[src/rtl/instr_entry_pkg.sv]
// Shared types and constants for the instruction-entry path.
package instr_entry_pkg;

  // Entry progress: nothing keyed, partially keyed, all eight nibbles keyed.
  typedef enum logic [1:0] {
    EMPTY,
    ENTRY,
    FULL
  } entry_state_t;

  // Number of hex nibbles in one RV32I instruction word.
  localparam int unsigned NIBBLES = 8;

  // ADDI x0,x0,0: a harmless word for immGen before anything is committed.
  localparam logic [31:0] RV_NOP = 32'h00000013;

  // Shift one nibble into the low end of the word being keyed.
  function automatic logic [31:0] shift_nibble(input logic [31:0] word, input logic [3:0] nib);
    return {word[27:0], nib};
  endfunction

endpackage

[src/rtl/key_debounce.sv]
// Pushbutton conditioner: two-flop synchronizer, debounce filter and a
// one-cycle press pulse on the released->pressed transition.
module key_debounce #(
  parameter int unsigned DEBOUNCE_CYCLES = 500000
) (
  input  logic clk,
  input  logic rst,
  input  logic key_n,
  output logic pressed,
  output logic press
);

  localparam int unsigned CntW = (DEBOUNCE_CYCLES > 1) ? $clog2(DEBOUNCE_CYCLES + 1) : 1;
  // Counting from 0, the level flips on the edge where the count would hit DEBOUNCE_CYCLES.
  localparam logic [CntW-1:0] CntMax = CntW'(DEBOUNCE_CYCLES - 1);

  logic            sync1_q, sync2_q;   // active-low, synchronized raw level
  logic            level_q, level_d;   // debounced level, 1 = pressed
  logic            level_d1_q;         // previous debounced level for edge detect
  logic [CntW-1:0] cnt_q, cnt_d;
  logic            press_q;
  logic            differs;

  assign differs = (~sync2_q) != level_q;

  // Debounce counter: runs only while the synchronized level disagrees.
  always_comb begin
    cnt_d   = '0;
    level_d = level_q;
    if (differs) begin
      if (cnt_q == CntMax) begin
        level_d = ~level_q;
        cnt_d   = '0;
      end else begin
        cnt_d = cnt_q + CntW'(1);
      end
    end
  end

  // State registers; reset forces the released level so no pending press survives.
  always_ff @(posedge clk) begin
    if (rst) begin
      sync1_q    <= 1'b1;
      sync2_q    <= 1'b1;
      level_q    <= 1'b0;
      level_d1_q <= 1'b0;
      cnt_q      <= '0;
      press_q    <= 1'b0;
    end else begin
      sync1_q    <= key_n;
      sync2_q    <= sync1_q;
      level_q    <= level_d;
      level_d1_q <= level_q;
      cnt_q      <= cnt_d;
      press_q    <= level_q & ~level_d1_q;
    end
  end

  assign pressed = level_q;
  assign press   = press_q;

endmodule

[src/rtl/instr_entry.sv]
// Keys a 32-bit instruction in eight hex nibbles from the board switches and
// commits it to immGen; the in-progress word feeds the 7-segment display.
module instr_entry
  import instr_entry_pkg::*;
#(
  parameter int unsigned DEBOUNCE_CYCLES = 500000,
  parameter logic [31:0] RESET_INSTR     = RV_NOP
) (
  input  logic        clk,
  input  logic        rst,
  input  logic [3:0]  sw,
  input  logic        key_push_n,
  input  logic        key_commit_n,
  input  logic        key_clear_n,
  output logic [31:0] entry,
  output logic [3:0]  nib_cnt,
  output logic        full,
  output logic [31:0] instr,
  output logic        commit_valid,
  output logic        ovf,
  output logic        err
);

  logic push_p, commit_p, clear_p;
  logic push_lvl, commit_lvl, clear_lvl;
  logic unused_levels;

  key_debounce #(.DEBOUNCE_CYCLES(DEBOUNCE_CYCLES)) u_push_key (
    .clk     (clk),
    .rst     (rst),
    .key_n   (key_push_n),
    .pressed (push_lvl),
    .press   (push_p)
  );

  key_debounce #(.DEBOUNCE_CYCLES(DEBOUNCE_CYCLES)) u_commit_key (
    .clk     (clk),
    .rst     (rst),
    .key_n   (key_commit_n),
    .pressed (commit_lvl),
    .press   (commit_p)
  );

  key_debounce #(.DEBOUNCE_CYCLES(DEBOUNCE_CYCLES)) u_clear_key (
    .clk     (clk),
    .rst     (rst),
    .key_n   (key_clear_n),
    .pressed (clear_lvl),
    .press   (clear_p)
  );

  // Held levels are not needed here; only the press pulses drive the FSM.
  assign unused_levels = push_lvl ^ commit_lvl ^ clear_lvl;

  logic [3:0]   sw_s1_q, sw_s2_q;
  entry_state_t state_q, state_d;
  logic [31:0]  entry_q, entry_d;
  logic [3:0]   nib_cnt_q, nib_cnt_d;
  logic [31:0]  instr_q, instr_d;
  logic         ovf_q, ovf_d;
  logic         commit_valid_q, commit_valid_d;
  logic         err_q, err_d;

  // Switch synchronizer; the nibble is taken in the same cycle as the push pulse.
  always_ff @(posedge clk) begin
    if (rst) begin
      sw_s1_q <= '0;
      sw_s2_q <= '0;
    end else begin
      sw_s1_q <= sw;
      sw_s2_q <= sw_s1_q;
    end
  end

  // Next-state logic; clear beats commit beats push when pulses coincide.
  always_comb begin
    state_d        = state_q;
    entry_d        = entry_q;
    nib_cnt_d      = nib_cnt_q;
    instr_d        = instr_q;
    ovf_d          = ovf_q;
    commit_valid_d = 1'b0;
    err_d          = 1'b0;

    if (clear_p) begin
      entry_d   = '0;
      nib_cnt_d = '0;
      ovf_d     = 1'b0;
      state_d   = EMPTY;
    end else if (commit_p) begin
      if (state_q == FULL) begin
        instr_d        = entry_q;
        commit_valid_d = 1'b1;
        entry_d        = '0;
        nib_cnt_d      = '0;
        ovf_d          = 1'b0;
        state_d        = EMPTY;
      end else begin
        err_d = 1'b1;
      end
    end else if (push_p) begin
      case (state_q)
        EMPTY, ENTRY: begin
          entry_d   = shift_nibble(entry_q, sw_s2_q);
          nib_cnt_d = nib_cnt_q + 4'd1;
          state_d   = (nib_cnt_q == 4'(NIBBLES - 1)) ? FULL : ENTRY;
        end
        FULL: begin
          ovf_d = 1'b1;
        end
        default: begin
          // Unreachable encoding: recover to a clean empty entry.
          entry_d   = '0;
          nib_cnt_d = '0;
          state_d   = EMPTY;
        end
      endcase
    end
  end

  // Architectural state registers.
  always_ff @(posedge clk) begin
    if (rst) begin
      state_q        <= EMPTY;
      entry_q        <= '0;
      nib_cnt_q      <= '0;
      instr_q        <= RESET_INSTR;
      ovf_q          <= 1'b0;
      commit_valid_q <= 1'b0;
      err_q          <= 1'b0;
    end else begin
      state_q        <= state_d;
      entry_q        <= entry_d;
      nib_cnt_q      <= nib_cnt_d;
      instr_q        <= instr_d;
      ovf_q          <= ovf_d;
      commit_valid_q <= commit_valid_d;
      err_q          <= err_d;
    end
  end

  assign full         = (state_q == FULL);
  assign entry        = entry_q;
  assign nib_cnt      = nib_cnt_q;
  assign instr        = instr_q;
  assign ovf          = ovf_q;
  assign commit_valid = commit_valid_q;
  assign err          = err_q;

endmodule

[config.mk]
export PLATFORM = sky130hd
export DESIGN_NAME = instr_entry
export DESIGN_NICKNAME = d
export VERILOG_FILES = /design/src/rtl/instr_entry_pkg.sv /design/src/rtl/key_debounce.sv /design/src/rtl/instr_entry.sv
export SDC_FILE = /design/constraint.sdc
export NUM_CORES = 1
export LEC_CHECK = 0
export CELL_PAD_IN_SITES_DETAIL_PLACEMENT = 0
export CELL_PAD_IN_SITES_GLOBAL_PLACEMENT = 1
export CORE_UTILIZATION = 37
export CTS_CLUSTER_DIAMETER = 200
export CTS_CLUSTER_SIZE = 8
export DETAILED_ROUTE_END_ITERATION = 10
export GPL_TIMING_DRIVEN = 0
export HOLD_SLACK_MARGIN = 0.15
export PLACE_DENSITY_LB_ADDON = 0.1
export REMOVE_ABC_BUFFERS = 1
export SYNTH_ARGS = -nofsm -noshare
export SYNTH_HDL_FRONTEND = slang
export SYNTH_SLANG_ARGS = --single-unit
[constraint.sdc]
create_clock -name clk -period 1.9 [get_ports clk]
set_clock_uncertainty 0.1 [all_clocks]
set_input_delay 0.475 -clock clk [delete_from_list [all_inputs] [get_ports clk]]
set_output_delay 0.475 -clock clk [all_outputs]
set_load 0.1 [all_outputs]
======== Yosys cells after proc, flatten, opt, wreduce, memory -nomap -nowiden ========
Cells that the tools add are included.
storage, ports and cells
  output and inout port bits .............. 72
  word-level logic and storage cells ...... 93
  bits in registers ....................... 153
cells by class
  reduce and logical (&&, ||, !) cells .... 14
  equality and inequality tests ........... 12
  bitwise operators ....................... 17
  muxes and demuxes ....................... 19
  add/subtract/negate cells ............... 4
operators by type and width
  operator               number
  $mux 32                3
  $pmux 32 s2            1
  $add 19x1->19 const B  3
  $eq 19x19->1 const B   3
  $not 1->1              14
  $mux 4                 3
  $reduce_or 3->1        4
  $reduce_and 3->1       3
  $mux 2                 4
  $pmux 4 s2             1
  $mux 1                 6
  $reduce_and 2->1       3
  $add 4x1->4 const B    1
  $eq 4x3->1 const B     1
  $ne 2x2->1 const B     2
  $pmux 2 s2             1
  $reduce_or 2->1        2
  $and 1x1->1            3
  $ne 1x1->1             3
  $eq 2x1->1 const B     1
  $eq 2x2->1 const B     1
  $logic_not 2->1        1
  $ne 2x1->1 const B     1
  $reduce_bool 2->1      1

======== Longest topological paths before layout ========
Gate-level depths: netlist of the first run.
  depth after elaboration ................. 5
  depth in mapped cells ................... 7
  gate-level depth less buffers ........... 5

======== Modules after synthesis ========
Synthesis of the first run repeated with hierarchy kept, for this count alone.
unflattened totals
  cells, all modules ...................... 686
  area, all modules ....................... 6099.6 µm²
by module, submodules not included
  module        cells each  times used  sequential area each (µm²)  area each (µm²)
  key_debounce  112         3           480.5                       1022.2
  instr_entry   350         1           1621.6                      3032.9

======== Worst setup path before layout of the first run ========
Ideal clock, no wire load.
  path kind ............................... register -> register
  from .................................... register state_q[1]
  to ...................................... register entry_q[10] (netlist: entry[10])
  setup slack ............................. -1233 ps
  cell stages (with the launch flop) ...... 8
  path buffers ............................ 3
  setup time .............................. 68 ps
  arrival time ............................ 2965 ps
  period minus slack after synthesis ...... 3133 ps
  path through ............................ dfxtp_1 > clkbuf_1 > nor2b_1 > o21a_1 > buf_2 > clkbuf_1 > a22oi_1 > nor2_1
between the ends
  elaborated cells on any way between the ends .. 10
RTL lines
  item                    line                source
  start, declared         instr_entry.sv:56   entry_state_t state_q, state_d;
  start signal, assigned  instr_entry.sv:132  state_q <= state_d;
  $eq 2x2->1 (*)          -
  named net full          instr_entry.sv:17   output logic full,
  $pmux 32 s2             instr_entry.sv:102  case (state_q)
  $mux 32                 instr_entry.sv:101  end else if (push_p) begin
  $mux 32                 instr_entry.sv:90   end else if (commit_p) begin
  end signal, assigned    instr_entry.sv:133  entry_q <= entry_d;
  end, declared           instr_entry.sv:57   logic [31:0] entry_q, entry_d;
Mark *: on every way through the listed nets, which the timed path passes. The rest lies on a longest branch. The select of a mux whose other input is x is not followed.
A chain may end at the register's enable or synchronous reset.

======== Worst setup path in the final report of the first run ========
  from .................................... register u_clear_key.cnt_q[12]
  to ...................................... register u_clear_key.level_q (netlist: u_clear_key.pressed)
between the ends
  word-level cells in the longest chain between the ends .. 2
ends and longest elaborated chain
  item                               line                source
  start, declared                    key_debounce.sv:20  logic [CntW-1:0] cnt_q, cnt_d;
  start signal, assigned             key_debounce.sv:54  cnt_q <= cnt_d;
  $eq 19x19->1                       key_debounce.sv:31  if (cnt_q == CntMax) begin
  $reduce_and 2->1 (no source line)  -
  end signal, assigned               key_debounce.sv:52  level_q <= level_d;
  end, declared                      key_debounce.sv:18  logic level_q, level_d;
Every way passes these cells.

==> reports/qor.yml, run 1 <==
status:
  status: "finished with violations"
  violations: "negative setup slack"
sta:
  timing.final.crit_share: 1.10
  fin_crit_ns: 2.09
  grt_setup_unrepaired: "yes"
  slew_headroom: 0.466
  timing.fmax_mhz: 478
  tns_ns: -2.84
  finalSetupViolCount: 18
  layout_setup_ws_ns: -0.190
  maxSlewViolCount: 0
  worst_pin_slew_ns: 0.801
  hold_violations: 0
global_route:
  grt_pass1_wl_mm: 21.9
  grt_pass1_vias: 4364
  grt_max_degree: 44
  grt_overflow: 0
  grt_usage: 0.171
  antenna_found_initial: 0
yosys:
  yosysUniqueCellTypes: 47
  syn-cell-area_um2: 5850
  synth_mux_area_frac: 0.00941
  synthFlopType: "dfxtp_1"
  syn_avg_cell_area_um2: 8.91
  synth_top_family_by_area: "simple AND/OR/NAND/NOR gates"
  synth-edff-count: 0
  synthSimpleGateAreaFrac: 0.253
  ys_seq_elements: 153
  synth_compound_area_frac: 0.115
  seq_area_frac_synth: 0.524
  yosys_warnings: 0
  synth-adder-area-share: 0.00856
  async_reset_ff_frac: 0
  synth-xor-area-share: 0.0554
  synth_cells: 656
clock_tree:
  clockBufferDepth: 2
  cts_hold_buf: 0
  clock_sinks: 153
  clk_latency_ns: 0.42
  cts_tree: "done"
  htreeDepth: 4
  cts-buffers-inserted: 17
  cts_root_buffer: "clkbuf_16"
  clk_pin_slew_ns: 0.06
layout:
  multiInputGateArea_um2: 2770
  nFillCells: 1513
  syn_to_final_growth_pct: 28.2
  final_cells: 963
  fin_nets: 752
  seqCellArea_um2: 3100
  drive_gt1_frac: 0.241
  finalInstanceArea_um2: 7500
  diodes: 0
worst_setup_path:
  critical_path_required_ns: 2.11
  crit_path_top_delay_cell: "or4_4"
  slowest_delay_ns: 0.58
  worstPathArrival_ns: 2.30
  startpoint_type: "register"
  worst_setup_path_end_kind: "register"
  critPathKind: "reg2reg"
  worstPathCellList: "or4b_1 -> or4_4 -> nor2_4 -> mux2_4"
  critPathMaxFanout: 2
detailed_routing:
  via_per_inst: 4.97
  first_pass_iters: 6
  antenna_left: 0
  dr_total_vias: 4782
  avgRoutedWirePerCell_um: 14.2
  drt_iter0_drc: 230
  drt_wl_total_mm: 13.7
  drc: 0
floorplan:
  initial_utilization: 0.382
  num_io_pins: 81
  rows: 45
  dieHeight_um: 128
  core-area_um2: 15300
  fp.dieW_um: 128
  dieArea_um2: 16300
placement:
  gp_congestion: 0.764
  port_buffers: 80
  place_area_um2: 6840
  dp_cells: 917
  dp_hpwl_mm: 8.66
hold_path:
  hold_path_class: "reg2reg"
power:
  leakage_nw: 2.62
  powerDensity_nw_per_um2: 900
  ir_worst_vdd_v: 0.000631
flow_run:
  drv_cap: 0
-- cell families after synthesis --
kind of cell | count (synthesis)
buffers and inverters | 50
AO/OA/AOI/OAI | 108
multiplexers | 5
AND/OR/NAND/NOR | 299
flip-flops | 153
adder cells (fa/ha/maj) | 4
XOR/XNOR | 37
-- final timing paths --
kind | to | start | slack (ns) | depth (start not counted)
max reg2reg | u_clear_key.pressed | u_clear_key.cnt_q[12] | -0.19 | 4
max | u_clear_key.pressed | u_clear_key.cnt_q[12] | -0.19 | 4
min | u_push_key.press | u_push_key.level_d1_q | 0.28 | 1
min reg2reg | u_push_key.press | u_push_key.level_d1_q | 0.28 | 1
-- cell usage in the layout, fill, tap and decap left out, types with 12 or more instances in the layout --
| cell | Yosys | layout |
|---|---|---|
| clkbuf_16 | 0 | 17 |
| nor2b_1 | 16 | 15 |
| nand3_1 | 20 | 18 |
| nor2_1 | 91 | 89 |
| dfxtp_1 | 153 | 137 |
| buf_2 | 5 | 56 |
| inv_1 | 15 | 15 |
| nand2_1 | 82 | 81 |
| a22oi_1 | 29 | 29 |
| nor3_1 | 12 | 12 |
| xnor2_1 | 28 | 28 |
| a21oi_1 | 53 | 50 |
-- power breakdown --
part | switching, W | total (W) | internal [W]
Clock | 0.00127 | 0.00343 | 0.00216
Combinational | 0.0000505 | 0.0000910 | 0.0000404
Sequential | 0.00000654 | 0.00322 | 0.00322
Total | 0.00133 | 0.00675 | 0.00542
-- through the flow --
stage / worst slack [ns] / hold slack, ns / util / total power (W)
floorplan: -1.39 / 0.267 / - / 0.00333
global placement: -2.38 / 0.272 / 0.442 / 0.00338
detailed placement: -0.728 / 0.273 / 0.447 / 0.00339
CTS: -0.175 / 0.281 / 0.488 / 0.00683
global route: -0.223 / 0.292 / 0.490 / 0.00701
finish: -0.190 / 0.280 / 0.490 / 0.00675
-- registers in the layout, summed over array words and instances (netlist names), 2 cells and up --
register	flops
entry	32
instr	32
u_clear_key.cnt_q	19
u_commit_key.cnt_q	19
u_push_key.cnt_q	19
nib_cnt	4
sw_s1_q	4
sw_s2_q	4
state_q	2
-- critical path: cells and delay by family, from the launching register on --
family / cells / cell delay (ns)
flip-flops: 1 / 0.34
multiplexers: 1 / 0.30
AND/OR/NAND/NOR: 3 / 1.23
-- layer usage --
metal / track usage / part of all wire / up-vias
met4: 0.0574 / 0.0093 / 0
met1: 0.215 / 0.48 / 2259
met2: 0.273 / 0.47 / 88
met5: 0 / 0 / -
li1: - / - / 2423
met3: 0.0576 / 0.046 / 12
-- cell usage after synthesis, types with 9 or more instances --
master,number,area (um2)
nor3_1,12,60.1
xor2_1,9,78.8
nand3_1,20,100
nand2_1,82,308
inv_1,15,56.3
dfxtp_1,153,3060
a22oi_1,29,218
a21oi_1,53,265
nor2_1,91,342
clkbuf_1,27,101
nand4_1,11,68.8
xnor2_1,28,245
o21ai_0,10,50.1
or4_1,11,82.6
nor2b_1,16,100
-- cell type report --
type                    count  area share
clock buffers              24      0.0642
clock inverters             8      0.0157
inverters                  15     0.00751
multi-input cells         454       0.370
flip-flops and latches    153       0.413
well taps                 211      0.0352
repair buffers             98      0.0943
-- repair_timing --
action,CTS,global route
gates cloned,0,1
buffers inserted,10,3
hold endpoints to repair,0,0
setup endpoints to repair,194,129
pin swaps,8,6
gates resized for setup,349,79
Power figures use the tool's default switching activity.
==> run 2: changes to the inputs <==
--- a/config.mk
+++ b/config.mk
@@ -5,9 +5,10 @@
 export SDC_FILE = /design/constraint.sdc
 export NUM_CORES = 1
 export LEC_CHECK = 0
+export ABC_AREA = 0
 export CELL_PAD_IN_SITES_DETAIL_PLACEMENT = 0
 export CELL_PAD_IN_SITES_GLOBAL_PLACEMENT = 1
-export CORE_UTILIZATION = 37
+export CORE_UTILIZATION = 40
 export CTS_CLUSTER_DIAMETER = 200
 export CTS_CLUSTER_SIZE = 8
 export DETAILED_ROUTE_END_ITERATION = 10
==> constraint.sdc (replaced) <==
create_clock -name clk -period 2.2 [get_ports clk]
set_clock_uncertainty 0.1 [all_clocks]
set_input_delay 0.55 -clock clk [delete_from_list [all_inputs] [get_ports clk]]
set_output_delay 0.55 -clock clk [all_outputs]
set_load 0.1 [all_outputs]
==> reports/qor.yml, run 2 (synthesis results as in run 1) <==
placement:
  dp_hpwl_mm: 8.52  # was 8.66 mm
  port_buffers: 80  # unchanged
  gp_congestion: 0.749  # was 0.764
sta:
  timing.final.crit_share: 0.970
  maxSlewViolCount: 0  # unchanged
  fin_hold_ws_ns: 0.281  # was 0.280 ns
  slew_headroom: 0.470  # was 0.466
  worst_pin_slew_ns: 0.796  # was 0.801 ns
  hold_violations: 0  # unchanged
  finalSetupViolCount: 0  # was 18
  fin_crit_ns: 2.13
  timing.fmax_mhz: 469
  grt_setup_unrepaired: "no"  # was yes
hold_path:
  hold_start: "u_commit_key.level_d1_q"  # was u_push_key.level_d1_q
  min_to: "u_commit_key.press"  # was u_push_key.press
  hold_path_class: "reg2reg"  # unchanged
  holdPathStages: 1  # unchanged
power:
  pwr-share-seq: 0.486  # was 0.478
  internal_power_w: 0.00461  # was 0.00542 W
  powerDensity_nw_per_um2: 761  # was 900 nW/um2
  p_sw_frac: 0.198  # was 0.197
  ir_worst_vdd_v: 0.000481  # was 0.000631 V
  p_switching_w: 0.00114  # was 0.00133 W
  combPwrFrac: 0.013  # about the same
  clkPwrFrac: 0.501  # was 0.509
  leakage_nw: 2.40  # was 2.62 nW
clock_tree:
  clock_sinks: 153  # unchanged
  clockBufferDepth: 2  # unchanged
  cts-buffers-inserted: 17  # unchanged
  cts_root_buffer: "clkbuf_16"  # unchanged
  clk_pin_slew_ns: 0.06  # about the same
  htreeDepth: 4  # unchanged
  cts_tree: "done"  # unchanged
  clk_latency_ns: 0.42  # about the same
layout:
  nFillCells: 1284  # was 1513
  layout_commonest_cell: "dfxtp_1"  # unchanged
  fin_nets: 741  # was 752
  final_util: 0.536  # was 0.490
  drive_gt1_frac: 0.189  # was 0.241
  diodes: 0  # unchanged
  syn_to_final_growth_pct: 29.2  # was 28.2%
  most-common-layout-cells: "dfxtp_1, nor2_1, nand2_1"  # unchanged
worst_setup_path:
  reg2reg_slack_ns: 0.08  # was -0.19 ns
  worst_setup_path_end_kind: "output port"  # was register
  startpoint_type: "register"  # unchanged
  rr_endpoint: "u_clear_key.pressed"  # unchanged
  worstPathArrival_ns: 1.48  # was 2.30 ns
  critPathMaxFanout: 10  # was 2
  r2r_cells: 4  # unchanged
  worstReg2RegStart: "u_clear_key.cnt_q[11]"  # was u_clear_key.cnt_q[12]
  critical_path_required_ns: 1.55  # was 2.11 ns
  critPathKind: "reg2out"  # was reg2reg
floorplan:
  fp.dieW_um: 123  # was 128 um
  dieArea_um2: 15100  # was 16300 um2
  core-area_um2: 14100  # was 15300 um2
  dieHeight_um: 123  # was 128 um
  num_io_pins: 81  # unchanged
  rows: 43  # was 45
  initial_utilization: 0.415  # was 0.382
global_route:
  grt_pass1_vias: 4352  # was 4364
  antenna_found_initial: 0  # unchanged
  grt_pass1_wl_mm: 21.1  # was 21.9 mm
  grt_max_degree: 43  # was 44
  grt_usage: 0.180  # was 0.171
  grt_overflow: 0  # unchanged
detailed_routing:
  drt_iter0_drc: 259  # was 230
  antenna_left: 0  # unchanged
  drc: 0  # unchanged
  dr_total_vias: 4757  # was 4782
  drt_wl_total_mm: 12.9  # was 13.7 mm
  first_pass_iters: 5  # was 6
  avgRoutedWirePerCell_um: 14.0  # was 14.2 um
  via_per_inst: 5.18  # was 4.97
status:
  status: "finished clean"  # was finished with violations
flow_run:
  drv_cap: 0  # unchanged
run 2: cell types whose count changed in the layout (fill, tap and decap cells not counted), moves of 6 or more:
cell	delta
clkdlybuf4s15_2	+71
buf_4	-8
buf_2	-55
dfxtp_1	+15
clkbuf_4	-10
dfxtp_4	-6
dfxtp_2	-9
run 2: timing repair:
item	CTS	global route
resized for setup	224	7
endpoints found under the setup margin	121	59
hold buffers	0	0
gates cloned	0	0
buffers inserted	0	3
pin swaps	0	2
run 2: final cells by class:
class | instances | area (um2) | area share
sequential | 153 | 3060 | 0.406
clock buffer | 21 | 450 | 0.0596
inverter | 15 | 56.3 | 0.00745
clock inverter | 9 | 125 | 0.0166
multi-input combinational | 453 | 2640 | 0.350
timing repair buffer | 88 | 990 | 0.131
tap | 180 | 225 | 0.0298
run 2: stage by stage:
stage	instances	setup TNS, ns	setup WS (ns)	power (W)	cell area [um2]
floorplan	621	-40.53	-1.09	0.00288	5700
global placement	881	-179.74	-1.93	0.00292	6730
detailed placement	886	-11.72	-0.572	0.00292	6800
CTS	916	0	0.00571	0.00580	7480
global route	919	0	0.0156	0.00594	7550
finish	919	0	0.0660	0.00574	7550
run 2: power groups by stage:
stage               clock, W  sequential [W]  combinational [W]
finish               0.00288         0.00279          0.0000751
global route         0.00307         0.00279          0.0000833
CTS                  0.00294         0.00279          0.0000745
detailed placement         0         0.00285          0.0000738
global placement           0         0.00285          0.0000693
floorplan                  0         0.00285          0.0000303
run 2: worst max path at each step:
stage | end | startpoint | slack [ns]
after floorplan | nib_cnt[3] | state_q[1] | -1.09
after global placement | nib_cnt[3] | state_q[1] | -1.93
after detailed placement | full | state_q[1] | -0.57
after CTS | u_push_key.pressed | u_push_key.cnt_q[15] | 0.006
after global routing | u_push_key.cnt_q[13] | u_push_key.cnt_q[2] | 0.02
final | full | state_q[1] | 0.07
run 2: layer usage:
metal,up-vias,GRT usage,part of all wire
met1,2256,0.225,0.47
met2,92,0.290,0.47
met4,0,0.0655,0.011
met3,11,0.0558,0.051
met5,-,0,0
li1,2398,-,-
run 2: critical path, stage by stage (launching register included):
cell and delay [ns]:
dfxtp_2 0.44, nor2b_2 0.35, buf_6 0.28
